--- config.mk ---
export PLATFORM = sky130hd
export DESIGN_NAME = chan_sel_mux
export DESIGN_NICKNAME = d
export VERILOG_FILES = /design/src/rtl/chan_sel_mux.sv
export SDC_FILE = /design/constraint.sdc
export NUM_CORES = 1
export LEC_CHECK = 0
export BUFFER_PORTS_ARGS = -buffer_cell sky130_fd_sc_hd__buf_2
export CAP_MARGIN = 20
export CELL_PAD_IN_SITES_DETAIL_PLACEMENT = 1
export CELL_PAD_IN_SITES_GLOBAL_PLACEMENT = 1
export CORE_ASPECT_RATIO = 0.7
export CORE_UTILIZATION = 37
export DETAILED_ROUTE_END_ITERATION = 8
export PLACE_DENSITY = 0.95
export RECOVER_POWER = 100
export REMOVE_ABC_BUFFERS = 1
export SYNTH_ARGS = -nofsm -noshare
export SYNTH_HDL_FRONTEND = slang
export SYNTH_SLANG_ARGS = --single-unit
--- constraint.sdc ---
create_clock -name clk -period 4.8 [get_ports clk]
set_input_delay 0 -clock clk [delete_from_list [all_inputs] [get_ports clk]]
set_output_delay 0 -clock clk [all_outputs]
set_load 0.005 [all_outputs]
--- src/rtl/chan_sel_mux.sv ---
// chan_sel_mux: N-channel registered data selector with a handshaked select
// port. A switch to a new channel blanks the output for GUARD_CYC cycles.
module chan_sel_mux #(
    parameter int WIDTH     = 8,
    parameter int N_CH      = 4,
    parameter int GUARD_CYC = 2,
    localparam int SEL_W    = $clog2(N_CH)
) (
    input  logic                  clk,
    input  logic                  rst_n,
    input  logic [N_CH*WIDTH-1:0] din,
    input  logic [N_CH-1:0]       din_valid,
    input  logic [SEL_W-1:0]      sel_req,
    input  logic                  sel_valid,
    output logic                  sel_ready,
    output logic [WIDTH-1:0]      dout,
    output logic                  dout_valid,
    output logic [SEL_W-1:0]      cur_sel,
    output logic                  sel_err
);
    // Select handshake: a request transfers on a rising edge where sel_valid and
    // sel_ready are both high; the requester holds sel_req stable until then.

    localparam int N_SLOT = 1 << SEL_W;
    localparam logic [7:0] GUARD_INIT = (GUARD_CYC > 0) ? 8'(GUARD_CYC - 1) : 8'd0;

    typedef enum logic {ACTIVE = 1'b0, GUARD = 1'b1} state_t;

    state_t            state;
    logic [7:0]        cnt;
    logic [WIDTH-1:0]  ch_data [N_SLOT];
    logic [N_SLOT-1:0] ch_valid;
    logic              accept;
    logic              req_oor;
    logic              req_new;

    // Pad unused select codes so any SEL_W-bit index is safe.
    for (genvar k = 0; k < N_SLOT; k++) begin : g_slot
        if (k < N_CH) begin : g_used
            assign ch_data[k]  = din[k*WIDTH +: WIDTH];
            assign ch_valid[k] = din_valid[k];
        end else begin : g_pad
            assign ch_data[k]  = '0;
            assign ch_valid[k] = 1'b0;
        end
    end

    assign sel_ready = (state == ACTIVE);
    assign accept    = sel_valid && sel_ready;
    assign req_oor   = (32'(sel_req) >= N_CH);
    assign req_new   = !req_oor && (sel_req != cur_sel);

    always_ff @(posedge clk or negedge rst_n) begin
        if (!rst_n) begin
            state      <= ACTIVE;
            cur_sel    <= '0;
            dout       <= '0;
            dout_valid <= 1'b0;
            sel_err    <= 1'b0;
            cnt        <= '0;
        end else begin
            sel_err <= 1'b0;
            case (state)
                ACTIVE: begin
                    if (accept && req_new) begin
                        cur_sel <= sel_req;
                        if (GUARD_CYC == 0) begin
                            dout       <= ch_data[sel_req];
                            dout_valid <= ch_valid[sel_req];
                        end else begin
                            dout       <= '0;
                            dout_valid <= 1'b0;
                            cnt        <= GUARD_INIT;
                            state      <= GUARD;
                        end
                    end else begin
                        // Rejected and same-channel requests leave the data path untouched.
                        sel_err    <= accept && req_oor;
                        dout       <= ch_data[cur_sel];
                        dout_valid <= ch_valid[cur_sel];
                    end
                end
                GUARD: begin
                    if (cnt != 8'd0) begin
                        cnt        <= cnt - 8'd1;
                        dout       <= '0;
                        dout_valid <= 1'b0;
                    end else begin
                        state      <= ACTIVE;
                        dout       <= ch_data[cur_sel];
                        dout_valid <= ch_valid[cur_sel];
                    end
                end
                default: begin
                    state      <= ACTIVE;
                    dout       <= '0;
                    dout_valid <= 1'b0;
                end
            endcase
        end
    end

endmodule

After elaboration in Yosys (flattened, before gate mapping)
Index checks and enable logic that the tools add are counted.

Shift-type cells: 0. Muxes and demuxes: 17. Add/subtract/negate cells: 1. $lt $le $gt $ge: 2. Div/mod/pow operators: 0. Multiply operators: 0. Equality and inequality tests: 3. Reductions and logical operators: 5. Bitwise logic cells: 2.

Operator list (count): $mux 8 (6); $pmux 8 s2 (2); $bmux 8 s2 (1); $reduce_bool 8->1 (1); $sub 8x1->8 const B (1); $mux 1 (5); $ne 2x1->1 const B (2); $pmux 1 s2 (2); $reduce_and 2->1 (2); $ge 3x3->1 const B (1); $lt 2x3->1 const B (1); $not 2->3 (1); $bmux 1 s2 (1); $logic_and 1x1->1 (2); $ne 2x2->1 (1); $not 1->1 (1).

Bits in registers: 20. Logic and storage cells: 35. ROM bits: 0. Input bits: 41. Memories kept: 0. Bits in latches: 0. Memory bits (writable): 0. Output and inout port bits: 13.

Logic depth before layout (Yosys ltp)
Gate-level depths: netlist of the first run.

Depth in word-level cells: 6. Depth in mapped cells: 7. Depth with buffers taken out: 6.

Least setup slack after synthesis of the first run
No wires, ideal clock.

Path kind: register to register. From: reg cnt[4]. To: reg cnt[0]. Slack: 2.948 ns. Data arrival time: 1.727 ns. Setup time: 0.125 ns. Cell stages (with the launch flop): 7. Clock period less this slack: 1.852 ns. Path through: dfrtp_1 -> or3_1 -> buf_2 -> o41ai_2 -> nand2b_2 -> buf_6 -> mux2_4.

Word-level cells in the longest chain between the ends: 3.

Ends and longest elaborated chain: from (decl) (line 30) `logic [7:0] cnt;`; from (signal assigned) (line 85) `cnt <= cnt - 8'd1;`; $reduce_bool 8->1 (line 84) `if (cnt != 8'd0) begin`; $ne 2x1->1 (no line); $reduce_and 2->1 (no line).

No other way between the ends. A chain may end at the register's enable or synchronous reset.

Worst setup path in the final report of the first run
From: reg cnt[0]. To: reg cnt[0].

Word-level cells in the longest chain between the ends: 3. Elaborated cells on any way between the ends: 6. Classes of those cells: add/sub: 1; eq/ne: 1; mux: 2; reduce/logical: 2.

Ends and longest elaborated chain (line): $sub 8x1->8 or $reduce_bool 8->1 (tied branches) (85, 84); $mux 8 or $ne 2x1->1 (tied branches); $pmux 8 s2 or $reduce_and 2->1 (tied branches).

Several ways; a longest one is shown, not always the timed one. The select of a mux whose other input is x is not followed.

==> summary.txt, run 1 <==
Status
  • Status: completed

Final layout
  • End-of-flow core utilization: approximately 50%
  • Register area: approximately 500 sq um
  • Share of cells above drive strength 1: 52.94%
  • Final #Nets: between 150 and 200
  • Layout overhead on the synthesized area: 28.16%
  • Fill count: 327
  • Footprint of the multi-input gates: roughly 550 sq um
  • Ant diodes: 0

Setup path
  • Worst Setup Start Kind: register
  • Crit path from: cnt[0]
  • Critical Path AT: between 2 and 2.5 ns
  • CP peak stage delay: around 0.4 ns
  • CP max stage cell: mux2_1
  • R2R Setup Slk: 2.52 ns
  • CP Capture Type: register
  • CP Data Required Time: 4.94 ns
  • CP Max Fanout: 12
  • Worst R2R Path Depth: 6
  • R2r endpoint: cnt[0]
  • End point of the critical path: cnt[0]
  • Cell Chain, Critical Path: inv_1 > ha_1 > or2b_2 > o41ai_2 > nand2b_1 > mux2_1
  • Worst reg2reg path startpoint: cnt[0]
  • Crit Path Category: reg2reg

Power
  • Switching power total: ~0.3 mW
  • Pint: 0.5123 mW
  • PD cells: approximately 580 nW/um^2
  • Part of the power in the clock network: between 10% and 20%
  • Lkg Pwr: slightly below 0.7 nW
  • Sw Ratio: 37.31%
  • Comb power frac: a little under half
  • VDD IR-drop max: about 280 uV
  • Sequential share of power: between 40 and 50%

Logic synthesis
  • Ys Warns: 0
  • Syn_area_per_cell: ~13 sq um
  • Synthesis-stage register bit count: 20
  • Synth Instances: 85
  • Mapped Area: roughly 1100 sq um
  • Netlist cell types: 30
  • Post-synthesis sequential area ratio: a little under half

Clock network
  • # H-tree levels: 1
  • CTS max path bufs: 2
  • CTS tree: built
  • Clock sinks: 20
  • Clk slew on worst S/H paths: ~0.07 ns
  • CTS root buf: clkbuf_8
  • Worst skew pair latency: approximately 0.26 ns
  • CTS Buf Count: 3

Floorplanning
  • Die Y: 47.56 um
  • Area of the core: ~2800 sq um
  • # rows: 16
  • Die Footprint: between 3000 and 4000 sq um
  • Initial Utilization: between 30% and 40%
  • Die X: about 67 um
  • IO Count: between 50 and 60

Timing
  • Slew HR: 30.53%
  • Fin crit share: ~48%
  • Final hold violation count: 0
  • Slew Limit Fails: 0
  • Fin Clk Skew: 0.001063 ns
  • Unrepaired setup endpoints after global routing: no
  • Final setup TNS: 0 ns
  • F_max: roughly 0.44 GHz
  • Period minus WS final: between 2 and 2.5 ns
  • Final setup viols: 0
  • Worst Max-Slew Pin Slew: about 1.0 ns

Route
  • Via count: slightly above 900
  • Drt total wl: ~3000 um
  • DR pass1 iterations: 4
  • DRC viols: 0
  • WL per Instance: ~18 um
  • Initial DRC Count: 11
  • Vias/cell: 5.308
  • Antenna violation net count after detailed routing: 0

Global route
  • Antenna violations before repair: 0
  • Total gr overflow: 0
  • Pin count of the biggest net entering global routing: 21
  • GR Util All Layers: between 20% and 30%
  • First-pass GRT wire length: 4574 um
  • Vias in the first global route: between 900 and 1000

Placement
  • Final Wtd Congestion: slightly above 0.9
  • HPWL after DPL: around 2400 um
  • # port buffers: 52

Flow run
  • Max-Cap Viols: 0

Worst hold path
  • Hold WC Path Type: in2reg
## synthesized netlist by cell type (all sizes together)
master / instances / share of area, %
o31ai: 1 / 0.68
nor2: 3 / 1.0
ha: 1 / 1.1
mux2: 3 / 3.4
inv: 3 / 1.0
o41ai: 1 / 1.5
o21a: 1 / 0.68
and2b: 9 / 7.2
dfrtp: 20 / 46
or3: 5 / 3.0
nand2b: 1 / 0.80
xnor2: 2 / 1.6
o22ai: 1 / 0.57
conb: 1 / 0.34
o21ai: 3 / 1.4
nand2: 3 / 1.0
buf: 4 / 2.5
clkbuf: 1 / 0.34
or3b: 2 / 1.6
or4: 2 / 1.4
mux4: 9 / 18
or2b: 2 / 1.6
a21oi: 6 / 2.7
nor3: 1 / 0.46
## timing repair
item                      4_1_cts  5_1_grt
hold endpoints to repair       20        0
setup buffers                   0        0
hold buffers                    1        0
resized for setup               0        0
## worst max-delay path, delay by kind of cell, from the launching register on
kind | cells | cell delay [ns]
AND/OR/NAND/NOR | 2 | 0.68
multiplexers | 1 | 0.40
flip-flops | 1 | 0.39
AO/OA/AOI/OAI | 1 | 0.35
adder cells (fa/ha/maj) | 1 | 0.24
buffers and inverters | 1 | 0.11
## power by group through the flow
stage,combinational (mW),sequential (mW),clock [mW]
floorplan,0.256,0.318,0
global placement,0.358,0.325,0
detailed placement,0.388,0.337,0
CTS,0.393,0.334,0.109
global route,0.413,0.349,0.117
finish,0.375,0.334,0.108
## area by class of cell
type                    instances  area share [%]
well taps                      36           3.203
repair buffers                 53           18.51
flip-flops and latches         20           35.59
clock buffers                   3           2.936
inverters                       3          0.8007
multi-input cells              57           38.97
## stage by stage
step                total power, mW  hold slack, ns  cell area, sq um  setup slack [ns]  instances
global placement             0.6833        -0.04621              1371             2.837        168
finish                       0.8172        0.005228              1406             2.515        172
floorplan                    0.5737         -0.2956              1066             3.024         80
CTS                          0.8362        0.007730              1423             2.634        172
global route                 0.8786       0.0005020              1406             2.329        172
detailed placement           0.7250        -0.03758              1371             2.672        168
## cells in the final DEF, fill, tap and decap left out
cell and instances:
or2b_2 2, mux2_2 2, ha_1 1, o41ai_2 1
or4_1 2, or3_2 1, inv_1 3, or3b_2 1
clkbuf_8 3, o21ai_0 3, mux4_2 9, nor2_1 3
and2b_2 9, dlygate4sd3_1 1, nor3_1 1, o31ai_1 1
mux2_1 1, xnor2_1 2, nand2b_1 1, o21a_1 1
dfrtp_1 20, or3b_1 1, or3_1 4, buf_2 44
conb_1 1, o22ai_1 1, a21oi_1 6, clkbuf_1 8
nand2_1 3
## cell families (layout without fill, tap and decap cells)
kind of cell	Yosys count	in the layout	synth area share [%]
compound gates	13	13	7.527
buf+inv	8	59	3.876
flops	20	20	45.61
mux	12	12	21.89
xor+xnor	2	2	1.597
simple gates	28	28	18.02
fa+ha+maj	1	1	1.140
other cells	1	1	0.3417
## layer usage
layer	part of all wire, %	routed length, um	vias to the layer above	GRT usage, %
met5	0	0	-	0
met4	1.9	58	0	8.511
met3	6.0	181	6	5.476
met2	52	1577	37	36.80
met1	40	1202	458	25.04
li1	-	-	412	-
## how the worst min path moves through the flow
| stage | cells past startpoint | end | startpoint | slack (ns) |
|---|---|---|---|---|
| 2_1_floorplan | 0 | cnt[0] | rst_n | -0.30 |
| 3_3_place_gp | 1 | cnt[7] | rst_n | -0.05 |
| 3_5_place_dp | 1 | state | rst_n | -0.04 |
| 4_1_cts | 2 | cur_sel[0] | sel_req[0] | 0.008 |
| 5_1_grt | 2 | cur_sel[0] | sel_req[0] | 0.0005 |
| 6_report | 2 | cur_sel[0] | sel_req[0] | 0.005 |
## state kept, by name, summed over array words and instances (netlist names)
signal	cells
cnt	8
dout	8
cur_sel	2
dout_valid	1
state	1
Power figures use the tool's default switching activity.
==> run 2, diff against run 1 <==
Settings changed: CORE_UTILIZATION 37 to 34, PLACE_DENSITY 0.95 to 0.89.
Clock period 4.8 ns to 2.3 ns, I/O delays scaled along.
==> summary.txt, run 2 (synthesis gave the netlist of run 1 again) <==
Final layout
  • Ant diodes: 0 (unchanged)
  • Final #Nets: 182 (was 180)
  • Layout overhead on the synthesized area: 31.13% (was 28.16%)
  • Fill count: 338 (was 327)
  • Share of cells above drive strength 1: 55.40% (was 52.94%)
  • Most common cell after layout, fill and taps aside: buf_2 (unchanged)
  • End-of-flow core utilization: 49.23% (was 50.18%)
  • Most frequent cells in the layout: buf_2 (45), dfrtp_1 (20), mux4_2 (9), and2b_2 (9), clkbuf_1 (7) (was buf_2 (44), dfrtp_1 (20), mux4_2 (9), and2b_2 (9), clkbuf_1 (8))
  • Regs by FF count: cnt (8), dout (8), cur_sel (2) (unchanged)

Setup path
  • End point of the critical path: cnt[0] (unchanged)
  • CP Capture Type: register (unchanged)
  • Cell Chain, Critical Path: or3_1 > o41ai_2 > nand2b_2 > mux2_1 (was inv_1 > ha_1 > or2b_2 > o41ai_2 > nand2b_1 > mux2_1)
  • CP Max Fanout: 12 (unchanged)
  • Worst R2R Path Depth: 4 (was 6)
  • CP peak stage delay: 0.50 ns (was 0.40 ns)
  • R2R Setup Slk: 0.19 ns (was 2.52 ns)
  • Crit Path Category: reg2reg (unchanged)
  • Critical Path AT: 2.24 ns (was 2.43 ns)
  • Worst Setup Start Kind: register (unchanged)
  • Worst reg2reg path startpoint: cnt[5] (was cnt[0])
  • Crit path from: cnt[5] (was cnt[0])
  • CP Data Required Time: 2.43 ns (was 4.94 ns)
  • CP max stage cell: or3_1 (was mux2_1)
  • R2r endpoint: cnt[0] (unchanged)

Worst hold path
  • Hold WC Path Type: in2reg (unchanged)

Power
  • VDD IR-drop max: 464.8 uV (was 279.6 uV)
  • PD cells: 1210 nW/um^2 (was 581.0 nW/um^2)
  • Lkg Pwr: 0.7048 nW (was 0.6840 nW)

Timing
  • Worst Max-Slew Pin Slew: 1.039 ns (was 1.042 ns)
  • F_max: 0.4740 GHz (was 0.4377 GHz)
  • Final setup TNS: 0 ns (unchanged)
  • Fin Clk Skew: 0.001871 ns (was 0.001063 ns)
  • Final hold violation count: 0 (unchanged)
  • Period minus WS final: 2.110 ns (was 2.285 ns)
  • Fin crit share: 91.72% (was 47.60%)
  • Unrepaired setup endpoints after global routing: no (unchanged)
  • Final setup viols: 0 (unchanged)
  • Slew HR: 30.77% (was 30.53%)
  • Slew Limit Fails: 0 (unchanged)

Global route
  • Total gr overflow: 0 (unchanged)
  • Pin count of the biggest net entering global routing: 21 (unchanged)
  • First-pass GRT wire length: 4809 um (was 4574 um)
  • Antenna violations before repair: 0 (unchanged)
  • GR Util All Layers: 18.57% (was 20.86%)
  • Vias in the first global route: 1017 (was 967)

Floorplanning
  • Die Footprint: 3462 sq um (was 3191 sq um)
  • IO Count: 54 (unchanged)
  • Initial Utilization: 37.54% (was 39.15%)
  • Die Y: 49.53 um (was 47.56 um)
  • # rows: 16 (unchanged)
  • Area of the core: 2923 sq um (was 2803 sq um)
  • Die X: 69.90 um (was 67.09 um)

Route
  • DRC viols: 0 (unchanged)
  • Antenna violation net count after detailed routing: 0 (unchanged)
  • Drt total wl: 2886 um (was 3020 um)
  • Via count: 899 (was 913)
  • Vias/cell: 5.137 (was 5.308)
  • WL per Instance: 16.49 um (was 17.56 um)
  • Initial DRC Count: 46 (was 11)
  • DR pass1 iterations: 3 (was 4)

Clock network
  • CTS Buf Count: 3 (unchanged)
  • CTS root buf: clkbuf_8 (unchanged)
  • CTS tree: built (unchanged)
  • Setup bufs post-CTS: 0 (unchanged)
  • Clock sinks: 20 (unchanged)
  • # H-tree levels: 1 (unchanged)
  • Clk slew on worst S/H paths: 0.07 ns (about the same)
  • Worst skew pair latency: 0.25 ns (was 0.26 ns)
  • Post-CTS sizing: 0 (unchanged)
  • CTS max path bufs: 2 (unchanged)

Status
  • Status: completed (unchanged)

Placement
  • # port buffers: 52 (unchanged)
  • Final Wtd Congestion: 0.7852 (was 0.9147)
  • HPWL after DPL: 2288 um (was 2391 um)

Flow run
  • Max-Cap Viols: 0 (unchanged)
-- run 2: worst max-delay path, delay by kind of cell (launching register included) --
family / cells / cell delay, ns
mux: 1 / 0.36
flops: 1 / 0.41
compound gates: 1 / 0.49
simple gates: 2 / 0.73
-- run 2: worst min-delay path by stage --
| stage | cells after the start | slack (ns) | to | start |
|---|---|---|---|---|
| after floorplan | 0 | -0.30 | cnt[0] | rst_n |
| after global placement | 1 | -0.04 | cur_sel[0] | rst_n |
| after detailed placement | 1 | -0.03 | cur_sel[0] | rst_n |
| after CTS | 2 | 0.007 | cur_sel[1] | sel_req[1] |
| after global routing | 2 | 0.006 | cur_sel[1] | sel_req[1] |
| final | 2 | 0.01 | cur_sel[1] | sel_req[1] |
-- run 2: through the flow --
step	instances	area (sq um)	total power, mW	hold slack, ns	worst slack, ns
finish	175	1439	1.741	0.01025	0.1904
global route	175	1439	1.889	0.005960	0.08745
CTS	175	1451	1.792	0.006638	0.2453
detailed placement	170	1386	1.508	-0.03176	0.3085
global placement	170	1386	1.454	-0.04251	0.4331
floorplan	80	1066	1.197	-0.2956	0.5245
-- run 2: per-layer routing --
| layer | track usage (%) | vias up | share of wire (%) | wire (um) |
|---|---|---|---|---|
| met3 | 5.112 | 6 | 6.7 | 192 |
| met1 | 21.12 | 437 | 41 | 1182 |
| met5 | 0 | - | 0 | 0 |
| met4 | 5.333 | 0 | 2.5 | 71 |
| met2 | 34.29 | 39 | 50 | 1439 |
| li1 | - | 417 | - | - |
-- run 2: layout make-up --
type	instances	area, sq um	area share [%]
Clock buffer	4	55.05	3.826
Multi-Input combinational cell	57	550.5	38.26
Timing Repair Buffer	55	276.5	19.22
Inverter	3	11.26	0.7826
Sequential cell	20	500.5	34.78
Tap cell	36	45.04	3.130
-- run 2: power by group --
group,switching (mW),internal [mW],leakage [nW]
Clock,0.110,0.152,0.0288
Sequential,0.161,0.510,0.256
Combinational,0.345,0.462,0.420
Total,0.616,1.12,0.705
-- run 2: repair_timing --
action	CTS	global route
endpoints found under the setup margin	0	0
endpoints found under the hold margin	20	0
hold buffers	1	0
